### config.mk
export PLATFORM = sky130hd
export DESIGN_NAME = tmr_word_voter_monitor
export DESIGN_NICKNAME = d
export VERILOG_FILES = /design/src/rtl/tmr_monitor_pkg.sv /design/src/rtl/tmr_word_majority.sv /design/src/rtl/tmr_word_voter_monitor.sv
export SDC_FILE = /design/constraint.sdc
export NUM_CORES = 1
export LEC_CHECK = 0
export CELL_PAD_IN_SITES_DETAIL_PLACEMENT = 0
export CELL_PAD_IN_SITES_GLOBAL_PLACEMENT = 1
export CORE_ASPECT_RATIO = 1.2
export CORE_MARGIN = 3
export CORE_UTILIZATION = 38
export CTS_CLUSTER_DIAMETER = 30
export DETAILED_ROUTE_END_ITERATION = 12
export PLACE_DENSITY_LB_ADDON = 0.1
export SKIP_LAST_GASP = 1
export SYNTH_ARGS = -nofsm -noshare
export SYNTH_HDL_FRONTEND = slang
export SYNTH_SLANG_ARGS = --single-unit
### constraint.sdc
create_clock -name clk_i -period 4.35 [get_ports clk_i]
set_input_delay 0.6525 -clock clk_i [delete_from_list [all_inputs] [get_ports clk_i]]
set_output_delay 0.6525 -clock clk_i [all_outputs]
set_load 0.005 [all_outputs]
### src/rtl/tmr_monitor_pkg.sv
// Shared replica indices, flag vector type and helpers for the TMR word voter/monitor.
package tmr_monitor_pkg;

    localparam int RepA        = 0;
    localparam int RepB        = 1;
    localparam int RepC        = 2;
    localparam int NumReplicas = 3;

    typedef logic [NumReplicas-1:0] rep_flags_t;

    // True when at least two replicas disagree with the vote.
    function automatic logic at_least_two(input rep_flags_t f);
        return (f[RepA] & f[RepB]) | (f[RepA] & f[RepC]) | (f[RepB] & f[RepC]);
    endfunction

endpackage

### src/rtl/tmr_word_majority.sv
// Bitwise 2-of-3 majority vote over three replica words with per-replica mismatch flags.
module tmr_word_majority
    import tmr_monitor_pkg::*;
#(
    parameter int DataWidth = 32
) (
    input  logic [DataWidth-1:0] data_a_i,
    input  logic [DataWidth-1:0] data_b_i,
    input  logic [DataWidth-1:0] data_c_i,
    output logic [DataWidth-1:0] voted_o,
    output rep_flags_t           err_o,
    output logic                 multi_err_o
);

    logic [DataWidth-1:0] voted;

    assign voted = (data_a_i & data_b_i) | (data_a_i & data_c_i) | (data_b_i & data_c_i);

    assign voted_o     = voted;
    assign err_o[RepA] = |(data_a_i ^ voted);
    assign err_o[RepB] = |(data_b_i ^ voted);
    assign err_o[RepC] = |(data_c_i ^ voted);
    assign multi_err_o = at_least_two(err_o);

endmodule

### src/rtl/tmr_word_voter_monitor.sv
// TMR word voter with optional output register, saturating per-replica error
// counters, consecutive-mismatch run counters and sticky fault flags.
module tmr_word_voter_monitor
    import tmr_monitor_pkg::*;
#(
    parameter int DataWidth      = 32,
    parameter int CntWidth       = 8,
    parameter int FaultThreshold = 4,
    parameter bit OutputReg      = 1'b1
) (
    input  logic                 clk_i,
    input  logic                 rst_i,
    input  logic                 valid_i,
    input  logic [DataWidth-1:0] data_a_i,
    input  logic [DataWidth-1:0] data_b_i,
    input  logic [DataWidth-1:0] data_c_i,
    input  logic                 clear_i,
    output logic                 valid_o,
    output logic [DataWidth-1:0] data_o,
    output rep_flags_t           err_o,
    output logic                 multi_err_o,
    output rep_flags_t           fault_o,
    output logic [CntWidth-1:0]  err_cnt_a_o,
    output logic [CntWidth-1:0]  err_cnt_b_o,
    output logic [CntWidth-1:0]  err_cnt_c_o
);

    localparam int                RunWidth = $clog2(FaultThreshold + 1);
    localparam logic [RunWidth-1:0] RunMax = RunWidth'(FaultThreshold);
    localparam logic [CntWidth-1:0] CntMax = {CntWidth{1'b1}};

    logic [DataWidth-1:0] voted;
    rep_flags_t           err_raw;
    logic                 multi_raw;
    rep_flags_t           err_s;
    logic                 multi_s;

    tmr_word_majority #(
        .DataWidth (DataWidth)
    ) u_majority (
        .data_a_i    (data_a_i),
        .data_b_i    (data_b_i),
        .data_c_i    (data_c_i),
        .voted_o     (voted),
        .err_o       (err_raw),
        .multi_err_o (multi_raw)
    );

    // Idle cycles report no mismatch but still present the voted word.
    assign err_s   = valid_i ? err_raw : '0;
    assign multi_s = valid_i & multi_raw;

    generate
        if (OutputReg) begin : g_out_reg
            logic                 valid_q;
            logic [DataWidth-1:0] data_q;
            rep_flags_t           err_q;
            logic                 multi_q;

            // NOTE: every flop has an explicit reset value; non-blocking (<=) for all state.
            always_ff @(posedge clk_i or posedge rst_i) begin
                if (rst_i) begin
                    valid_q <= 1'b0;
                    data_q  <= '0;
                    err_q   <= '0;
                    multi_q <= 1'b0;
                end else begin
                    valid_q <= valid_i;
                    data_q  <= voted;
                    err_q   <= err_s;
                    multi_q <= multi_s;
                end
            end

            assign valid_o     = valid_q;
            assign data_o      = data_q;
            assign err_o       = err_q;
            assign multi_err_o = multi_q;
        end else begin : g_out_comb
            // Combinational path still honours the all-zero-in-reset contract.
            assign valid_o     = valid_i & ~rst_i;
            assign data_o      = rst_i ? '0 : voted;
            assign err_o       = rst_i ? '0 : err_s;
            assign multi_err_o = multi_s & ~rst_i;
        end
    endgenerate

    logic [NumReplicas-1:0][CntWidth-1:0] cnt_vec;
    rep_flags_t                           fault_vec;

    generate
        for (genvar r = 0; r < NumReplicas; r++) begin : g_rep
            logic [RunWidth-1:0] run_q, run_d;
            logic [CntWidth-1:0] cnt_q, cnt_d;
            logic                fault_q, fault_d;

            always_comb begin
                // NOTE: hold-by-default assignments first keep this block latch-free.
                run_d   = run_q;
                cnt_d   = cnt_q;
                fault_d = fault_q;
                if (clear_i) begin
                    run_d   = '0;
                    cnt_d   = '0;
                    fault_d = 1'b0;
                end else if (valid_i) begin
                    if (err_s[r]) begin
                        if (run_q != RunMax) run_d = run_q + 1'b1;
                        if (cnt_q != CntMax) cnt_d = cnt_q + 1'b1;
                        if (run_d == RunMax) fault_d = 1'b1;
                    end else begin
                        run_d = '0;
                    end
                end
            end

            always_ff @(posedge clk_i or posedge rst_i) begin
                if (rst_i) begin
                    run_q   <= '0;
                    cnt_q   <= '0;
                    fault_q <= 1'b0;
                end else begin
                    run_q   <= run_d;
                    cnt_q   <= cnt_d;
                    fault_q <= fault_d;
                end
            end

            assign cnt_vec[r]   = cnt_q;
            assign fault_vec[r] = fault_q;
        end
    endgenerate

    assign fault_o     = fault_vec;
    assign err_cnt_a_o = cnt_vec[RepA];
    assign err_cnt_b_o = cnt_vec[RepB];
    assign err_cnt_c_o = cnt_vec[RepC];

endmodule

# Word-level counts from Yosys, hierarchy flattened
# Index checks and enable logic that the tools add are counted.
# Widths: inputs -> output; s select.
[totals]
latchBits = 0
regBits = 73
mem_bits_ro = 0
output_inout_bits = 64
ramBits = 0
input_bits = 100
mem_count = 0
elab_cells = 107
[classes]
n_shift = 0
n_mul = 0
n_addsub = 6
n_eq_ne = 9
n_div = 0
n_mux = 46
n_lt_le_gt_ge = 0
reduce_logical = 19
bitwise_logic = 14
[ops]
columns = ["op", "count"]
rows = [
  ["$and 32x32->32", 3],
  ["$mux 8", 12],
  ["$reduce_or 32->1", 3],
  ["$xor 32x32->32", 3],
  ["$mux 3", 22],
  ["$or 32x32->32", 2],
  ["$add 8x1->8 const B", 3],
  ["$ne 8x8->1 const B", 3],
  ["$reduce_bool 2->1", 10],
  ["$reduce_and 3->1", 6],
  ["$mux 1", 12],
  ["$add 3x1->3 const B", 3],
  ["$eq 3x3->1 const B", 3],
  ["$ne 3x3->1 const B", 3],
  ["$and 1x1->1", 4],
  ["$or 1x1->1", 2],
]

# Logic depth before layout (Yosys ltp)
# Gate-level depths: netlist (run 1).
[logic_depth]
depth_word = 14
depth_mapped = 7
mapped_depth_nobuf = 7

# Cells and area by module
# From an unflattened synthesis (run 1), not the netlist that was laid out.
[unflattened]
hier_cells = 597
hier_area_um2 = 4996.0
[by_module_without_submodules]
columns = ["mod", "instances", "seq_area_each_um2", "area_each_um2", "cells_each"]
rows = [
  ["tmr_word_voter_monitor", 1, 1826.8, 2971.6, 261],
  ["tmr_word_majority", 1, 0.0, 2024.4, 336],
]

# Worst setup path before layout (run 1)
# No wires, ideal clock.
[synth_timing]
path_type = "input port to flip-flop"
start = "input port data_b_i[12]"
end = "register g_rep[2].cnt_q[3] (netlist: err_cnt_c_o[3])"
setup_time_ns = 0.125
n_path_buf = 1
arrival_ns = 2.257
cell_stages = 7
path_slack_ns = 1.968
required_time_ns = 4.225
cell_sequence = "and3b_1 -> nor4_1 -> nand4_1 -> or4_4 -> buf_6 -> nand2_1 -> mux2_2"
[synth_between]
elab_chain_cells = 8
elab_cells_between_ends = 9
classes_between = "mux: 1; bitwise: 5; reduce/logical: 3"
[synth_rtl]
columns = ["item", "line_no", "text"]
rows = [
  ["from (decl)", "tmr_word_voter_monitor.sv:15", "input logic [DataWidth-1:0] data_b_i,"],
  ["$and 32x32->32", "tmr_word_majority.sv:17", "assign voted = (data_a_i & data_b_i) | (data_a_i & data_c_i) | (data_b_i & data_c_i);"],
  ["$or 32x32->32", "tmr_word_majority.sv:17", ""],
  ["$or 32x32->32 (*)", "tmr_word_majority.sv:17", ""],
  ["$xor 32x32->32 (*)", "tmr_word_majority.sv:22", "assign err_o[RepC] = |(data_c_i ^ voted);"],
  ["$reduce_or 32->1 (*)", "tmr_word_majority.sv:22", ""],
  ["$mux 3 (*)", "tmr_word_voter_monitor.sv:50", "assign err_s = valid_i ? err_raw : '0;"],
  ["$reduce_bool 2->1 (no source line) (*)", "n/a", ""],
  ["$reduce_and 3->1 (no source line) (*)", "n/a", ""],
  ["to (signal assigned)", "tmr_word_voter_monitor.sv:124", "cnt_q <= cnt_d;"],
  ["to (decl)", "tmr_word_voter_monitor.sv:94", "logic [CntWidth-1:0] cnt_q, cnt_d;"],
]
# Every way passes the cells marked *; elsewhere a longest branch is shown, timed or not.
# A chain may end at the register's enable or synchronous reset.

# Final worst setup path (run 1)
[layout_timing]
start = "input port data_c_i[27]"
end = "register g_rep[1].cnt_q[3] (netlist: err_cnt_b_o[3])"
[layout_between]
elab_chain_cells = 8
elab_cells_between_ends = 9
classes_between = "mux: 1; bitwise: 5; reduce/logical: 3"
[layout_rtl]
columns = ["item", "line_no", "text"]
rows = [
  ["from (decl)", "tmr_word_voter_monitor.sv:16", "input logic [DataWidth-1:0] data_c_i,"],
  ["$and 32x32->32", "tmr_word_majority.sv:17", ""],
  ["$or 32x32->32", "tmr_word_majority.sv:17", ""],
  ["$or 32x32->32 (*)", "tmr_word_majority.sv:17", ""],
  ["$xor 32x32->32 (*)", "tmr_word_majority.sv:21", "assign err_o[RepB] = |(data_b_i ^ voted);"],
  ["$reduce_or 32->1 (*)", "tmr_word_majority.sv:21", ""],
  ["$mux 3 (*)", "tmr_word_voter_monitor.sv:50", ""],
  ["$reduce_bool 2->1 (no source line) (*)", "n/a", ""],
  ["$reduce_and 3->1 (no source line) (*)", "n/a", ""],
  ["to (signal assigned)", "tmr_word_voter_monitor.sv:124", ""],
  ["to (decl)", "tmr_word_voter_monitor.sv:94", ""],
]
# Marks and branches as above.

==> results of run 1 <==
==> routing by layer <==
metal | up-vias | wire (um)
met1 | 2515 | 6630
met3 | 27 | 896
met2 | 146 | 8200
met4 | 0 | 443
met5 | - | 0
li1 | 2622 | -
==> power groups by stage <==
stage / sequential [uW] / clock (uW) / combinational, uW
finish: 736 / 833 / 446
global route: 739 / 876 / 490
CTS: 736 / 850 / 451
detailed placement: 748 / 0 / 448
global placement: 747 / 0 / 441
floorplan: 747 / 0 / 183
==> registers in the layout, summed over array words and instances, names as in the netlist <==
signal	count
data_o	32
g_rep.run_q	9
err_o	3
g_rep.fault_q	3
valid_o	1
err_cnt_c_o	8
err_cnt_a_o	8
multi_err_o	1
err_cnt_b_o	8
==> through the flow <==
stage	setup WS (ns)	total power, uW	hold slack (ns)
after floorplan	1.84	930	0.464
after global placement	0.895	1190	0.478
after detailed placement	0.852	1200	0.487
after CTS	1.19	2040	0.501
after global routing	1.09	2100	0.512
final	1.21	2010	0.501
==> synthesized netlist by cell type, drive strengths merged, types with 3 or more instances <==
cell type,instances,area share
nor2,84,0.060
dfrtp,73,0.35
a21oi,51,0.049
nand3b,36,0.051
nor3b,32,0.046
or3b,32,0.053
o21a,31,0.044
and3b,30,0.050
nand4,27,0.032
nor4,23,0.027
nand2,21,0.015
and3,19,0.024
o22ai,15,0.018
inv,14,0.010
nor2b,14,0.017
mux2,12,0.026
clkbuf,9,0.010
ha,9,0.021
nand3,8,0.0076
o21ai,8,0.0076
and2,6,0.0076
nor3,6,0.0057
and4,5,0.0083
buf,5,0.0074
a31oi,4,0.0048
a31o,3,0.0050
==> layout make-up <==
cell class / count / area, sq um / area share
Sequential cell: 73 / 1830 / 0.248
Inverter: 15 / 57.6 / 0.00781
Clock buffer: 10 / 239 / 0.0324
Timing Repair Buffer: 168 / 1670 / 0.226
Clock inverter: 6 / 90.1 / 0.0122
Multi-Input combinational cell: 501 / 3280 / 0.445
Tap cell: 168 / 210 / 0.0285
==> cells by family after synthesis <==
kind of cell / Yosys count
and+or+nand+nor: 348
buffers and inverters: 29
muxes: 14
DFF: 73
adders and majority gates: 9
AOI/OAI and AO/OA: 130
==> final timing paths <==
check                      slack (ns)             start          endpoint
max                              1.21      data_c_i[27]    err_cnt_b_o[3]
min                              0.50  g_rep[0].fault_q  g_rep[0].fault_q
max reg2reg                      2.56    err_cnt_c_o[3]    err_cnt_c_o[4]
min reg2reg                      0.50  g_rep[0].fault_q  g_rep[0].fault_q
max in group asynchronous        2.66             rst_i  g_rep[2].fault_q
min in group asynchronous        0.85             rst_i    err_cnt_b_o[4]
==> cell usage in the layout (no fill, tap or decap), types with 21 or more instances in the layout <==
cell type and instances:
a21oi_1 51, and3b_1 30, nand4_1 27, dfrtp_1 73, o21a_1 31, clkdlybuf4s50_1 163, nand3b_1 36, nor2_1 84
nor4_1 23, nor3b_1 32, or3b_2 32, nand2_1 21
==> results.py, run 1 <==
metrics = {
    "outcome": {
        "outcome": "completed",
    },
    "logic_synthesis": {
        "ys_warn_count": 0,
        "yosys.area_share.simple": 0.414,
        "yosys.area_share.adder": 0.0214,
        "synth-edff-count": 0,
        "seq_area_frac_synth": 0.348,
        "synth-compound-area-share": 0.159,
        "syn_area_per_cell_sq_um": 8.71,
        "yosysUniqueCellTypes": 55,
        "ys.flop_type": "dfrtp_1",
        "muxShareOfSynthArea": 0.0302,
        "synth_xor_xnor_area_share": 0,
        "synth_top_family_by_area": "simple AND/OR/NAND/NOR gates",
        "async_flop_share": 1.00,
        "synth_area_sq_um": 5260,
        "syn-instance-count": 603,
        "synth-seq-cells": 73,
        "syn_nets": 712,
    },
    "timing": {
        "setup_violations": 0,
        "period_share": 0.721,
        "tns_ns": 0,
        "max_freq_mhz": 319,
        "fin_worst_skew_ns": 0.00636,
        "slew_violations": 0,
        "fin_crit_ns": 3.14,
        "hold_viol": 0,
        "slew_headroom": 0.312,
        "worst_slew_pin_slew_ns": 1.03,
        "rsz0062_at_grt": "no",
    },
    "die": {
        "rows": 46,
        "start_util": 0.394,
        "ioPinCount": 164,
        "core_area_sq_um": 13400,
        "die_y_um": 135,
        "die_area_sq_um": 15300,
        "dieWidth_um": 113,
    },
    "clocking": {
        "ctsHoldBuffers": 0,
        "root_buffer": "clkbuf_16",
        "numCtsBuffers": 9,
        "h-tree-depth": 3,
        "cts_tree": "built",
        "clk_pin_slew_ns": 0.06,
        "ctsResizeCount": 0,
        "clkLatencyLatePin_ns": 0.34,
        "cts_setup_buffers": 0,
        "cts_buffer_depth": 2,
        "cts_sinks": 73,
    },
    "global_routing": {
        "grt_pass1_wl_mm": 25.4,
        "grt_start_max_net_pins": 55,
        "grt-busiest-layer": "met2",
        "antenna_found_initial": 0,
        "met2_usage": 0.370,
        "overflow": 0,
        "grt_pass1_vias": 5060,
        "met1_usage": 0.244,
        "gr-usage-all-layers": 0.210,
        "use_met3": 0.0489,
    },
    "worst_setup_path": {
        "cp_num_buf_inv": 1,
        "cp.depth": 7,
        "arrival_ns": 3.36,
        "crit_family": "simple AND/OR/NAND/NOR gates",
        "critPathKind": "in2reg",
        "cpMaxStageDelayCell": "a41oi_1",
        "crit_chain": "clkdlybuf4s50_1 > a21oi_1 > o22ai_1 > nor4_1 > a41oi_1 > and4_1 > mux2_2",
        "reg2reg_depth": 6,
        "crit_fanout": 12,
        "startpoint_type": "input pin",
        "end_kind": "flop",
        "cp_slowest_stage_delay_ns": 0.59,
        "cp.required_ns": 4.57,
    },
    "pwr": {
        "p_sw_uw": 541,
        "seqPwrFrac": 0.365,
        "share_comb_of_total_power": 0.221,
        "peakVddDrop_v": 0.000151,
        "p_per_area_nw_per_um2": 273,
        "power_frac_clock": 0.413,
        "switching_share": 0.269,
        "intPower_uw": 1470,
        "leakage_uw": 0.00299,
    },
    "detailed_routing": {
        "remaining_drc_errors": 0,
        "wl_per_cell_um": 17.2,
        "drtIter0Drc": 281,
        "vias": 5310,
        "ant_nets": 0,
        "routed_via_density": 5.64,
        "wirelength_mm": 16.2,
        "drt_pass1_iterations": 5,
    },
    "placed_design": {
        "dp_hpwl_mm": 12.5,
        "portBuffers": 163,
        "place_area_sq_um": 7040,
        "globalplace.congestion": 0.790,
        "dpl.cell_count": 925,
    },
    "cells_and_area": {
        "fillerInstances": 1224,
        "antennaDiodeCount": 0,
        "design_area_sq_um": 7370,
        "fin_cells": 941,
        "area_growth_pct": 40.3,
        "drive_gt1_frac": 0.0970,
        "utilization": 0.552,
        "final_nets": 877,
    },
    "hold_path": {
        "holdPathStages": 1,
        "min_path_type": "reg2reg",
    },
    "run": {
        "maxCapViolCount": 0,
    },
}
No activity file was read; power rests on OpenSTA's default activity.
==> inputs of run 2 (changes only) <==
Settings changed: CORE_UTILIZATION 38 to 35.
Clock period 4.35 ns to 3.2 ns, I/O delays scaled along.
==> run 2 against run 1 <==
  * Worst hold slack lost 0.0058 ns
  * Die area up 8.1%
  * Count of clock-buffer cells in the layout is the same
  * Worst setup slack got worse by 0.83 ns
  * First-iteration DRC count grew 5.0%
  * Cell area increased by 2.2%
  * Critical path type unchanged
==> results.py, run 2 (synthesis results as in run 1) <==
metrics = {
    "pwr": {
        "share_comb_of_total_power": 0.235,
        "intPower_uw": 1920,
        "leakage_uw": 0.00307,
        "seqPwrFrac": 0.375,
        "power_frac_clock": 0.390,
        "switching_share": 0.278,
        "p_per_area_nw_per_um2": 353,
        "p_sw_uw": 740,
        "fin_total_pwr_uw": 2660,
        "peakVddDrop_v": 0.000194,
    },
    "detailed_routing": {
        "wirelength_mm": 16.4,
        "wl_per_cell_um": 16.5,
        "vias": 5319,
        "drtIter0Drc": 295,
        "drt_pass1_iterations": 5,
        "routed_via_density": 5.36,
        "remaining_drc_errors": 0,
        "ant_nets": 0,
    },
    "worst_setup_path": {
        "cp_num_buf_inv": 1,
        "crit_chain": "clkdlybuf4s50_1 > and3b_1 > nor4_1 > nand4_1 > or4_4 > and3_4 > mux2_4",
        "arrival_ns": 3.05,
        "end_kind": "flop",
        "cpMaxStageDelayCell": "clkdlybuf4s50_1",
        "critPathKind": "in2reg",
        "crit_fanout": 9,
        "cp_slowest_stage_delay_ns": 0.57,
        "crit_family": "simple AND/OR/NAND/NOR gates",
        "startpoint_type": "input pin",
        "cp.required_ns": 3.43,
    },
    "die": {
        "die_y_um": 140,
        "die_area_sq_um": 16500,
        "core_area_sq_um": 14500,
        "start_util": 0.362,
        "dieWidth_um": 118,
        "rows": 48,
        "ioPinCount": 164,
    },
    "placed_design": {
        "dpl.cell_count": 976,
        "dp_hpwl_mm": 12.8,
        "globalplace.congestion": 0.824,
        "portBuffers": 163,
    },
    "global_routing": {
        "overflow": 0,
        "antenna_found_initial": 0,
        "grt_pass1_wl_mm": 25.5,
        "grt_start_max_net_pins": 74,
        "grt_pass1_vias": 5012,
        "gr-usage-all-layers": 0.195,
    },
    "timing": {
        "fin_worst_skew_ns": 0.00513,
        "period_share": 0.882,
        "max_freq_mhz": 354,
        "slew_headroom": 0.585,
        "hold_viol": 0,
        "setup_violations": 0,
        "hold_ws_ns": 0.495,
        "worst_slew_pin_slew_ns": 0.620,
        "rsz0062_at_grt": "no",
        "slew_violations": 0,
        "fin_crit_ns": 2.82,
    },
    "cells_and_area": {
        "antennaDiodeCount": 0,
        "fillerInstances": 1412,
        "final_nets": 896,
        "largest_register_ffs": 32,
        "area_growth_pct": 43.4,
        "final_common_cell": "clkdlybuf4s50_1",
        "mostFrequentLayoutCells": "clkdlybuf4s50_1, nor2_1, dfrtp_1",
        "drive_gt1_frac": 0.117,
        "fin_cells": 992,
    },
    "outcome": {
        "outcome": "completed",
    },
    "clocking": {
        "numCtsBuffers": 9,
        "ctsHoldBuffers": 0,
        "clk_pin_slew_ns": 0.06,
        "h-tree-depth": 3,
        "cts_tree": "built",
        "ctsResizeCount": 0,
        "cts_sinks": 73,
        "cts_setup_buffers": 0,
        "cts_buffer_depth": 2,
        "clkLatencyLatePin_ns": 0.34,
        "root_buffer": "clkbuf_16",
    },
    "run": {
        "maxCapViolCount": 0,
    },
    "hold_path": {
        "min_path_type": "reg2reg",
    },
}
-- run 2: through the flow --
step	setup WS, ns	instance area (sq um)	TNS [ns]	util
3_3_place_gp	-0.0411	7240	-0.0481	0.498
5_1_grt	0.260	7530	0	0.518
3_5_place_dp	-0.0596	7240	-0.117	0.498
2_1_floorplan	0.867	5260	0	-
6_report	0.379	7530	0	0.518
4_1_cts	0.306	7530	0	0.518
-- run 2: worst paths after layout --
| kind | slack [ns] | from | endpoint | depth (start not counted) |
|---|---|---|---|---|
| hold / removal | 0.50 | g_rep[0].fault_q | g_rep[0].fault_q | 1 |
| max in group asynchronous | 2.33 | rst_i | data_o[21] | 3 |
| setup / recovery | 0.38 | data_c_i[4] | err_cnt_c_o[0] | 7 |
| setup reg to reg | 1.40 | err_cnt_c_o[3] | err_cnt_c_o[4] | 6 |
| min in group asynchronous | 0.55 | rst_i | data_o[0] | 3 |
| hold reg to reg | 0.50 | g_rep[0].fault_q | g_rep[0].fault_q | 1 |
-- run 2: power by group through the flow --
stage               combinational (uW)  sequential (uW)  clock, uW
detailed placement                 628             1010          0
CTS                                631              998       1070
global route                       687             1000       1100
finish                             624              998       1040
global placement                   618             1010          0
floorplan                          249             1020          0
-- run 2: area by class of cell --
class	count	area, sq um	area share
Multi-Input combinational cell	501	3280	0.435
Sequential cell	73	1830	0.242
Timing Repair Buffer	187	1820	0.242
Tap cell	200	250	0.0332
Clock buffer	10	229	0.0304
Clock inverter	6	67.6	0.00897
Inverter	15	57.6	0.00764
-- run 2: per-layer routing --
metal,wire length (um),global-route usage,part of all wire
met5,0,0,0
met1,6830,0.228,0.42
met2,8220,0.344,0.50
met4,405,0.0784,0.025
met3,924,0.0468,0.056
==> RTL edit (settings of run 2) <==
`OutputReg`: 1'b1 -> 1'b0.
--- a/src/rtl/tmr_word_voter_monitor.sv
+++ b/src/rtl/tmr_word_voter_monitor.sv
@@ -6,7 +6,7 @@
     parameter int DataWidth      = 32,
     parameter int CntWidth       = 8,
     parameter int FaultThreshold = 4,
-    parameter bit OutputReg      = 1'b1
+    parameter bit OutputReg      = 1'b0
 ) (
     input  logic                 clk_i,
     input  logic                 rst_i,
Behaviour: not the same (a bounded check fails within 4 cycles, from zero or initial values and one cycle with rst_i high).
==> RTL edit against run 2 <==
  * Synthesized cell count fell by 5.1%
  * Sequential cell count fell by 37
  * Register-to-register slack worse by 0.13 ns
  * Worst setup slack got worse by 0.28 ns
  * Total power fell by 36%
  * Critical endpoint is now err_o[1]
  * Design area decreased by 1.7%
  * Wire length decreased by 2.9%
  * Area after synthesis down 16%
==> RTL edit: results (changes against run 2) <==
status:
  outcome: "finished clean"
route:
  topRoutingLayerUsed: "met5"
  routedWlPerCell_um: 15.9  # -3.9%
  first_pass_iters: 4  # -1
  drt_iter0_drc: 250  # -15%
  met3_length_um: 708  # -23%
sta:
  maxSlewHeadroom_pct: 68.5  # +9.9 points
  fmax_mhz: 322  # -9.1%
  holdWs_ns: 0.514  # +0.0185 ns
  fin_skew_ns: 0.00281  # -0.00232 ns
setup_path:
  r2r_start: "err_cnt_a_o[0]"
  cp.arrival_ns: 2.62  # -0.43 ns
  r2r_slack_ns: 1.27  # -0.13 ns
  cp_slowest_stage_delay_ns: 0.45  # -0.12 ns
layout:
  fillers: 1161  # -18%
  nMultiInputCombCells: 500  # -0.20%
  drive_gt1_share_pct: 21.3  # +9.6 points
  buffer_area_share_pct: 34.0  # +9.8 points
  fin_cells: 1002  # +1.0%
  n_antenna_cell: 1  # +1
  inv_count: 18  # +3
logic_synthesis:
  synth_seq_area_share_pct: 20.5  # -14 points
  syn_nets: 681  # -4.4%
  avgSynthCellArea_um2: 7.69  # -12%
  synthAdderAreaFrac_pct: 2.79  # +0.64 points
  syn-cell-area_um2: 4400  # -16%
global_routing:
  antenna_found_initial: 3  # +3
  use_met2_pct: 42.2  # +7.7 points
  grt_pass1_vias: 5413  # +8.0%
pwr:
  netSwitchingFraction_pct: 30.3  # +2.4 points
  vdd_drop_max_uv: 308  # +59%
placed_design:
  place_ws_ns: -0.441  # -0.382 ns
  place_congestion: 0.877  # +6.4%
  dpl.hpwl_mm: 12.5  # -2.0%
  dp_cells: 988  # +1.2%
cts:
  cts_buffers: 5  # -4
  cts.sink_count: 36  # -51%
-- RTL edit: cell count changes in the layout (fill, tap and decap cells not counted), sizes merged, moves of 35 or more --
cell,before,now
buf,24,116
clkdlybuf4s50,163,79
nor2,84,19
dlygate4sd2,0,52
dfrtp,73,36
a21o,1,36
nor3b,32,67
-- RTL edit: power by group through the flow --
| stage | clock network [mW] | registers, mW | logic, mW |
|---|---|---|---|
| 2_1_floorplan | 0 | 0.490 | 0.254 |
| 5_1_grt | 0.533 | 0.488 | 0.778 |
| 3_5_place_dp | 0 | 0.493 | 0.703 |
| 6_report | 0.510 | 0.485 | 0.706 |
| 4_1_cts | 0.520 | 0.485 | 0.707 |
| 3_3_place_gp | 0 | 0.492 | 0.691 |
-- RTL edit: repair_timing --
action                                  4_1_cts  5_1_grt
endpoints found under the setup margin        4        4
setup buffers                                 4        2
gates resized for setup                      84       44
pin swaps                                    19       22
hold endpoints to repair                      0        0
